<file path="src/rtl/puzzle_move_ctrl.sv">
// rtl/puzzle_move_ctrl.sv - sliding 2x3 puzzle move sequencer over a shared register file
module puzzle_move_ctrl #(
    parameter int          BOARD_REG = 0,
    parameter int          CNT_REG   = 1,
    parameter int          ORD_REG   = 2,
    parameter logic [17:0] GOAL      = 18'h058D1
) (
    input  logic        clk,
    input  logic        rst_n,
    input  logic        mv_valid,
    input  logic [1:0]  mv_dir,
    output logic        mv_ready,
    output logic [3:0]  rf_src0,
    output logic [3:0]  rf_src1,
    input  logic [39:0] rf_data0,
    input  logic [39:0] rf_data1,
    output logic [3:0]  rf_dst,
    output logic        rf_we,
    output logic [39:0] rf_wdata,
    output logic        done_valid,
    output logic        done_legal,
    output logic        solved
);

    localparam logic [2:0] S_IDLE  = 3'd0;
    localparam logic [2:0] S_LOAD1 = 3'd1;
    localparam logic [2:0] S_LOAD2 = 3'd2;
    localparam logic [2:0] S_CALC  = 3'd3;
    localparam logic [2:0] S_WB    = 3'd4;
    localparam logic [2:0] S_WC    = 3'd5;
    localparam logic [2:0] S_WO    = 3'd6;
    localparam logic [2:0] S_RESP  = 3'd7;

    localparam logic [1:0] DIR_UP    = 2'd0;
    localparam logic [1:0] DIR_DOWN  = 2'd1;
    localparam logic [1:0] DIR_LEFT  = 2'd2;

    localparam logic [3:0] BOARD_A = 4'(BOARD_REG);
    localparam logic [3:0] CNT_A   = 4'(CNT_REG);
    localparam logic [3:0] ORD_A   = 4'(ORD_REG);

    logic [2:0]  state_q, state_d;
    logic [1:0]  dir_q, dir_d;
    logic [17:0] board_q, board_d;
    logic [39:0] cnt_q, cnt_d;
    logic [39:0] ord_q, ord_d;
    logic        legal_q, legal_d;
    logic        solved_q, solved_d;

    logic [2:0]  blank_cnt;
    int          b_idx;
    int          t_idx;
    logic        dir_ok;
    logic        calc_legal;
    logic [17:0] res_board;

    // Locate the blank and derive the swap target from the captured board.
    always_comb begin
        blank_cnt = 3'd0;
        b_idx     = 0;
        for (int k = 0; k < 6; k++) begin
            if (board_q[3*k +: 3] == 3'd0) begin
                blank_cnt = blank_cnt + 3'd1;
                b_idx     = k;
            end
        end
        case (dir_q)
            DIR_UP:   begin dir_ok = (b_idx >= 3);                t_idx = b_idx - 3; end
            DIR_DOWN: begin dir_ok = (b_idx < 3);                 t_idx = b_idx + 3; end
            DIR_LEFT: begin dir_ok = (b_idx != 0) && (b_idx != 3); t_idx = b_idx - 1; end
            default:  begin dir_ok = (b_idx != 2) && (b_idx != 5); t_idx = b_idx + 1; end
        endcase
        calc_legal = (blank_cnt == 3'd1) && dir_ok;
        res_board  = board_q;
        if (calc_legal) begin
            res_board[3*b_idx +: 3] = board_q[3*t_idx +: 3];
            res_board[3*t_idx +: 3] = 3'd0;
        end
    end

    always_comb begin
        state_d  = state_q;
        dir_d    = dir_q;
        board_d  = board_q;
        cnt_d    = cnt_q;
        ord_d    = ord_q;
        legal_d  = legal_q;
        solved_d = solved_q;
        case (state_q)
            S_IDLE: begin
                if (mv_valid) begin
                    dir_d   = mv_dir;
                    state_d = S_LOAD1;
                end
            end
            S_LOAD1: begin
                board_d = rf_data0[17:0];
                cnt_d   = rf_data1;
                state_d = S_LOAD2;
            end
            S_LOAD2: begin
                ord_d   = rf_data0;
                state_d = S_CALC;
            end
            S_CALC: begin
                board_d = res_board;
                legal_d = calc_legal;
                if (calc_legal) begin
                    state_d = S_WB;
                end else begin
                    solved_d = (res_board == GOAL);
                    state_d  = S_RESP;
                end
            end
            S_WB: state_d = S_WC;
            S_WC: state_d = S_WO;
            S_WO: begin
                solved_d = (board_q == GOAL);
                state_d  = S_RESP;
            end
            default: state_d = S_IDLE;
        endcase
    end

    always_ff @(posedge clk) begin
        if (!rst_n) begin
            state_q  <= S_IDLE;
            dir_q    <= 2'd0;
            board_q  <= 18'd0;
            cnt_q    <= 40'd0;
            ord_q    <= 40'd0;
            legal_q  <= 1'b0;
            solved_q <= 1'b0;
        end else begin
            state_q  <= state_d;
            dir_q    <= dir_d;
            board_q  <= board_d;
            cnt_q    <= cnt_d;
            ord_q    <= ord_d;
            legal_q  <= legal_d;
            solved_q <= solved_d;
        end
    end

    always_comb begin
        mv_ready   = 1'b0;
        rf_src0    = 4'd0;
        rf_src1    = 4'd0;
        rf_dst     = 4'd0;
        rf_we      = 1'b0;
        rf_wdata   = 40'd0;
        done_valid = 1'b0;
        done_legal = 1'b0;
        case (state_q)
            S_IDLE:  mv_ready = 1'b1;
            S_LOAD1: begin rf_src0 = BOARD_A; rf_src1 = CNT_A; end
            S_LOAD2: rf_src0 = ORD_A;
            S_WB: begin rf_we = 1'b1; rf_dst = BOARD_A; rf_wdata = {22'd0, board_q}; end
            S_WC: begin rf_we = 1'b1; rf_dst = CNT_A;   rf_wdata = cnt_q + 40'd1; end
            S_WO: begin rf_we = 1'b1; rf_dst = ORD_A;   rf_wdata = {ord_q[37:0], dir_q}; end
            S_RESP: begin done_valid = 1'b1; done_legal = legal_q; end
            default: ;
        endcase
    end

    assign solved = solved_q;

endmodule

</file>
<file path="config.mk">
export PLATFORM = sky130hd
export DESIGN_NAME = puzzle_move_ctrl
export DESIGN_NICKNAME = d
export VERILOG_FILES = /design/src/rtl/puzzle_move_ctrl.sv
export SDC_FILE = /design/constraint.sdc
export NUM_CORES = 1
export LEC_CHECK = 0
export ABC_AREA = 1
export BUFFER_PORTS_ARGS = -buffer_cell sky130_fd_sc_hd__buf_2
export CORE_UTILIZATION = 60
export DETAILED_ROUTE_END_ITERATION = 12
export PLACE_DENSITY = 0.82
export SYNTH_ARGS = -nofsm -noshare
export SYNTH_HDL_FRONTEND = slang
export SYNTH_SLANG_ARGS = --single-unit
</file>
<file path="constraint.sdc">
create_clock -name clk -period 6.6 [get_ports clk]
set_input_delay 1.32 -clock clk [delete_from_list [all_inputs] [get_ports clk]]
set_output_delay 1.32 -clock clk [all_outputs]
set_load 0.02 [all_outputs]
</file>
* Yosys cells after proc, flatten, opt, wreduce, memory -nomap -nowiden
Index checks and enable logic that the tools add are counted.
Word-level totals: bits in registers 103, latch bits 0, bits in writable memories 0, bits in read-only memories 0, input bits 85, output and inout bits 57, logic and storage cells 92, memories kept 0
Cells by class: add/subtract/negate cells 12, $mul 2, divide/modulo/power cells 0, magnitude comparators 2, eq/ne operators 17, shifts and indexed selects 5, multiplexer cells 30, bitwise logic cells 0, reduce and logical (&&, ||, !) cells 17
Operators by type and width (count):
- $mux W32 | 4
- $pmux W40 S3 | 1
- $pmux W32 S3 | 1
- $neg A32 Y33 | 2
- $shift A3 B33 Y18 const A | 2
- $mul A3 B32 Y32 const A | 2
- $ne A32 B3 Y1 const B | 2
- $add A40 B1 Y40 const B | 1
- $bwmux W18 | 2
- $eq A18 B15 Y1 const B | 2
- $pmux W18 S2 | 1
- $shiftx A3 B33 Y18 | 1
- $shiftx A3 B33 Y18 const A | 1
- $add A32 B2 Y32 const B | 1
- $add A32 B3 Y32 const B | 1
- $ge A32 B3 Y1 const B | 1
- $lt A32 B3 Y1 const B | 1
- $ne A32 B4 Y1 const B | 1
- $reduce_bool A32 Y1 | 1
- $shiftx A18 B32 Y3 | 1
- $sub A32 B2 Y32 const B | 1
- $sub A32 B3 Y32 const B | 1
- $logic_not A3 Y1 | 7
- $pmux W3 S7 | 1
- other kinds (19) | 46

* Depth between registers and ports, before layout
depth in word-level cells 18, gate-level depth with buffers 51

* Worst setup path before layout
OpenSTA, ideal clock, no wires.
kind flip-flop to flip-flop, from register board_q[12], to register solved_q, in the netlist solved, setup time 61 ps, data arrival time 5896 ps, data required time 6539 ps, path slack 643 ps, stages on the path, launching flop included 41, cell sequence dfxtp_1 nor3_1 nand2_1 nand2_1 buf_2 buf_2 buf_2 fa_1 o21ai_0 ha_1 ha_1 fa_1 buf_2 inv_1 nand3_2 nor2_1 nand3_2 nor2_4 (+5 left out) nand2_1 nand2_1 nor2_1 nor2_1 nor2_1 nand3_1 nor2_1 nand4_1 nor2_2 buf_6 nand3_2 nand2_1 nand2_1 a21boi_2 nand2_1 nor2_1 nand3_1 nand2_1
On the way: longest elaborated chain between the ends 14
RTL lines:
- start: declaration | RTL line 44 | logic [17:0] board_q, board_d;
- start signal: assignment | RTL line 137 | board_q <= board_d;
- parallel branches: the longest is 14 deep, another holds $neg A32 Y33
- end signal: assignment | RTL line 141 | solved_q <= solved_d;
- end: declaration | RTL line 48 | logic solved_q, solved_d;
Several ways; the timed one is not identified. The select of a mux whose other input is x is not followed. A chain may end at the register's enable or synchronous reset.

* Worst setup path after layout
from register board_q[16], to register board_q[5]
On the way: longest elaborated chain between the ends 11
RTL lines:
- parallel branches: the longest is 9 deep, another holds $neg A32 Y33
- $mux W18 * | RTL line 75 | if (calc_legal) begin
- $pmux W18 S2 * | RTL line 89 | case (state_q)
Mark *: on every way between the ends.

==> flow_summary.ini <==
[outcome]
outcome = complete, no violations

[floorplan]
initial_core_util_pct = 61.3
die_x_um = 140
die-area_um2 = 19700
io_pins = 142
core_area_um2 = 18800
fp.dieH_um = 140
core.rowCount = 50

[timing]
period_share_pct = 94.5
slew_violations = 0
min_period_ps = 6240
hold_viol = 0
slew_headroom_pct = 22.7
setup_viol_count_final = 0
max_freq_ghz = 0.160
fin_worst_skew_ps = 16.8
worst_pin_slew_ps = 1160

[clocking]
ctsHoldBuffers = 0
cts_tree = built
cts-root-buf = clkbuf_16
cts_buffer_depth = 2
path_clk_slew_ps = 90
clkSinkCount = 103
clk_latency_ps = 360
htreeDepth = 3
cts_buffers = 9

[global_route]
grt_usage_pct = 37.9
antenna_found_initial = 0
grt_pass1_vias = 12216
grt_max_degree = 85
grt_pass1_wl_mm = 60.6
overflow = 0

[logic_synthesis]
syn_inst = 2009
synth.area.mux_share_pct = 0
synth_seq_cells = 103
ys_warn_count = 0
syn_area_um2 = 11500
synth_area_per_cell_um2 = 5.72
ys_seq_area_share_pct = 17.9
synth-edff-count = 0
synth_fa_ha_area_share_pct = 8.72
synth_simple_gate_area_share_pct = 39.0
synth_top_family_by_area = simple AND/OR/NAND/NOR gates
synth_xor_area_share_pct = 0.914
ys.flop_type = dfxtp_1
synth-compound-area-share_pct = 20.2
synth_cell_types = 59
async_reset_ff_share_pct = 0

[place]
placed_area_um2 = 12700
gp_congestion = 0.995
dp_hpwl_mm = 29.9
portBuffers = 131

[drt]
wl_met3_mm = 3.76
wl_met1_mm = 16.5
wl_per_cell_um = 16.2
top_layer_used = met4
routed_via_density = 5.84
dr.pass1.iters = 6
remaining_drc_errors = 0
drt_iter0_drc = 1333
wl_mm = 38.9
wl_met2_mm = 17.7
num_vias = 14049
ant_nets = 0

[job]
maxCapViolCount = 0

[setup_path]
cp_slowest_cell = ha_2
worstPathRequired_ps = 6810
path_class = reg2reg
critPathMaxFanout = 20
end_kind = flop
arrival_ps = 6450
worstSetupStartpointType = flop
max_stage_delay_ps = 420

[layout]
n_antenna_cell = 0
fin_nets = 2330
final_area_um2 = 13500
syn_to_final_growth_pct = 17.1
drive_gt1_share_pct = 17.9

[min_path]
min_path_type = reg2reg
==> cell usage in the layout (no fill, tap or decap), types with 10 or more instances in the layout <==
cell type / count
nor4_1: 10
o21ai_0: 148
a21oi_2: 11
nor2_2: 27
buf_2: 131
nand2_2: 31
nor2_1: 176
nand3_2: 10
o221ai_1: 19
nor3_1: 35
nand2_1: 502
nand4_1: 54
o22ai_1: 17
dfxtp_1: 102
o21ai_1: 13
a21oi_1: 142
a22oi_1: 20
nand3_1: 124
buf_4: 72
ha_1: 63
inv_2: 26
nor2_4: 14
inv_1: 288
==> cells in the mapped netlist (7+ instances only) <==
cell,number,area share (%)
o21ai_1,8,0.35
buf_4,11,0.72
ha_1,77,8.4
o22ai_1,17,0.92
a22oi_1,20,1.3
nor3_1,37,1.6
inv_2,19,0.62
inv_1,296,9.7
nand3_1,131,5.7
nand4_1,54,2.9
o211ai_1,7,0.46
dfxtp_1,103,18
nor2_1,192,6.3
o221ai_1,19,1.4
nor2_2,18,0.98
clkbuf_1,48,1.6
o21ai_0,156,6.8
nand2_2,13,0.71
nand2_1,520,17
nor2_4,7,0.69
a21oi_1,152,6.6
xor2_1,10,0.76
nor4_1,10,0.54
==> routing by layer <==
metal	vias up	global-route usage, %
met5	-	0
met4	0	10.5
met3	94	6.43
met2	735	61.7
met1	6306	51.5
li1	6914	-
==> logic make-up (layout without fill, tap and decap cells) <==
group | after synthesis | in the layout
compound gates | 411 | 411
other cells | 1 | 8
simple gates | 1013 | 1013
buf+inv | 390 | 545
fa+ha+maj | 79 | 79
xor+xnor | 12 | 12
flops | 103 | 103
==> repair_timing <==
item | in CTS | in global routing
setup endpoints to repair | 2 | 19
gates resized for setup | 2 | 106
pin swaps | 0 | 9
endpoints found under the hold margin | 0 | 0
buffers inserted | 0 | 3
==> critical path: cells and delay by family (launching register included) <==
kind	cells	cell delay, ps
AO/OA/AOI/OAI	5	640
adder cells (fa/ha/maj)	3	950
buffers and inverters	12	1480
flip-flops	1	370
AND/OR/NAND/NOR	22	2610
==> registers in the layout (all words and copies together), names as in the netlist <==
signal / count
state_q: 3
dir_q: 2
legal_q: 1
ord_q: 38
cnt_q: 40
board_q: 18
solved: 1
==> cell type report <==
type | instances | area (µm²)
clock buffer | 10 | 239
clock inverter | 6 | 76.3
fill | 1626 | 5300
inverter | 323 | 1220
multi-input combinational | 1523 | 8330
sequential | 103 | 2060
tap | 234 | 293
timing repair buffer | 206 | 1250
==> worst paths after layout <==
kind         slack (ps)          to  cells past startpoint   startpoint
max                 360  board_q[5]                     42  board_q[16]
max reg2reg         360  board_q[5]                     42  board_q[16]
min reg2reg         450   ord_q[33]                      2    ord_q[33]
min                 450   ord_q[33]                      2    ord_q[33]
==> through the flow <==
stage               hold WS [ps]  worst slack [ps]  setup TNS (ps)  util, %  cells
floorplan                    425               643               0        -   2016
global placement             435              62.6               0     67.9   2386
detailed placement           440             -33.2           -59.0     67.9   2386
CTS                          451              35.0               0     69.6   2402
global route                 473              -114            -226     71.8   2405
finish                       449               363               0     71.8   2405
Power is left out: the tool's default activity adds up to more than one toggle a clock period on the data nets, which glitch-free logic cannot reach.
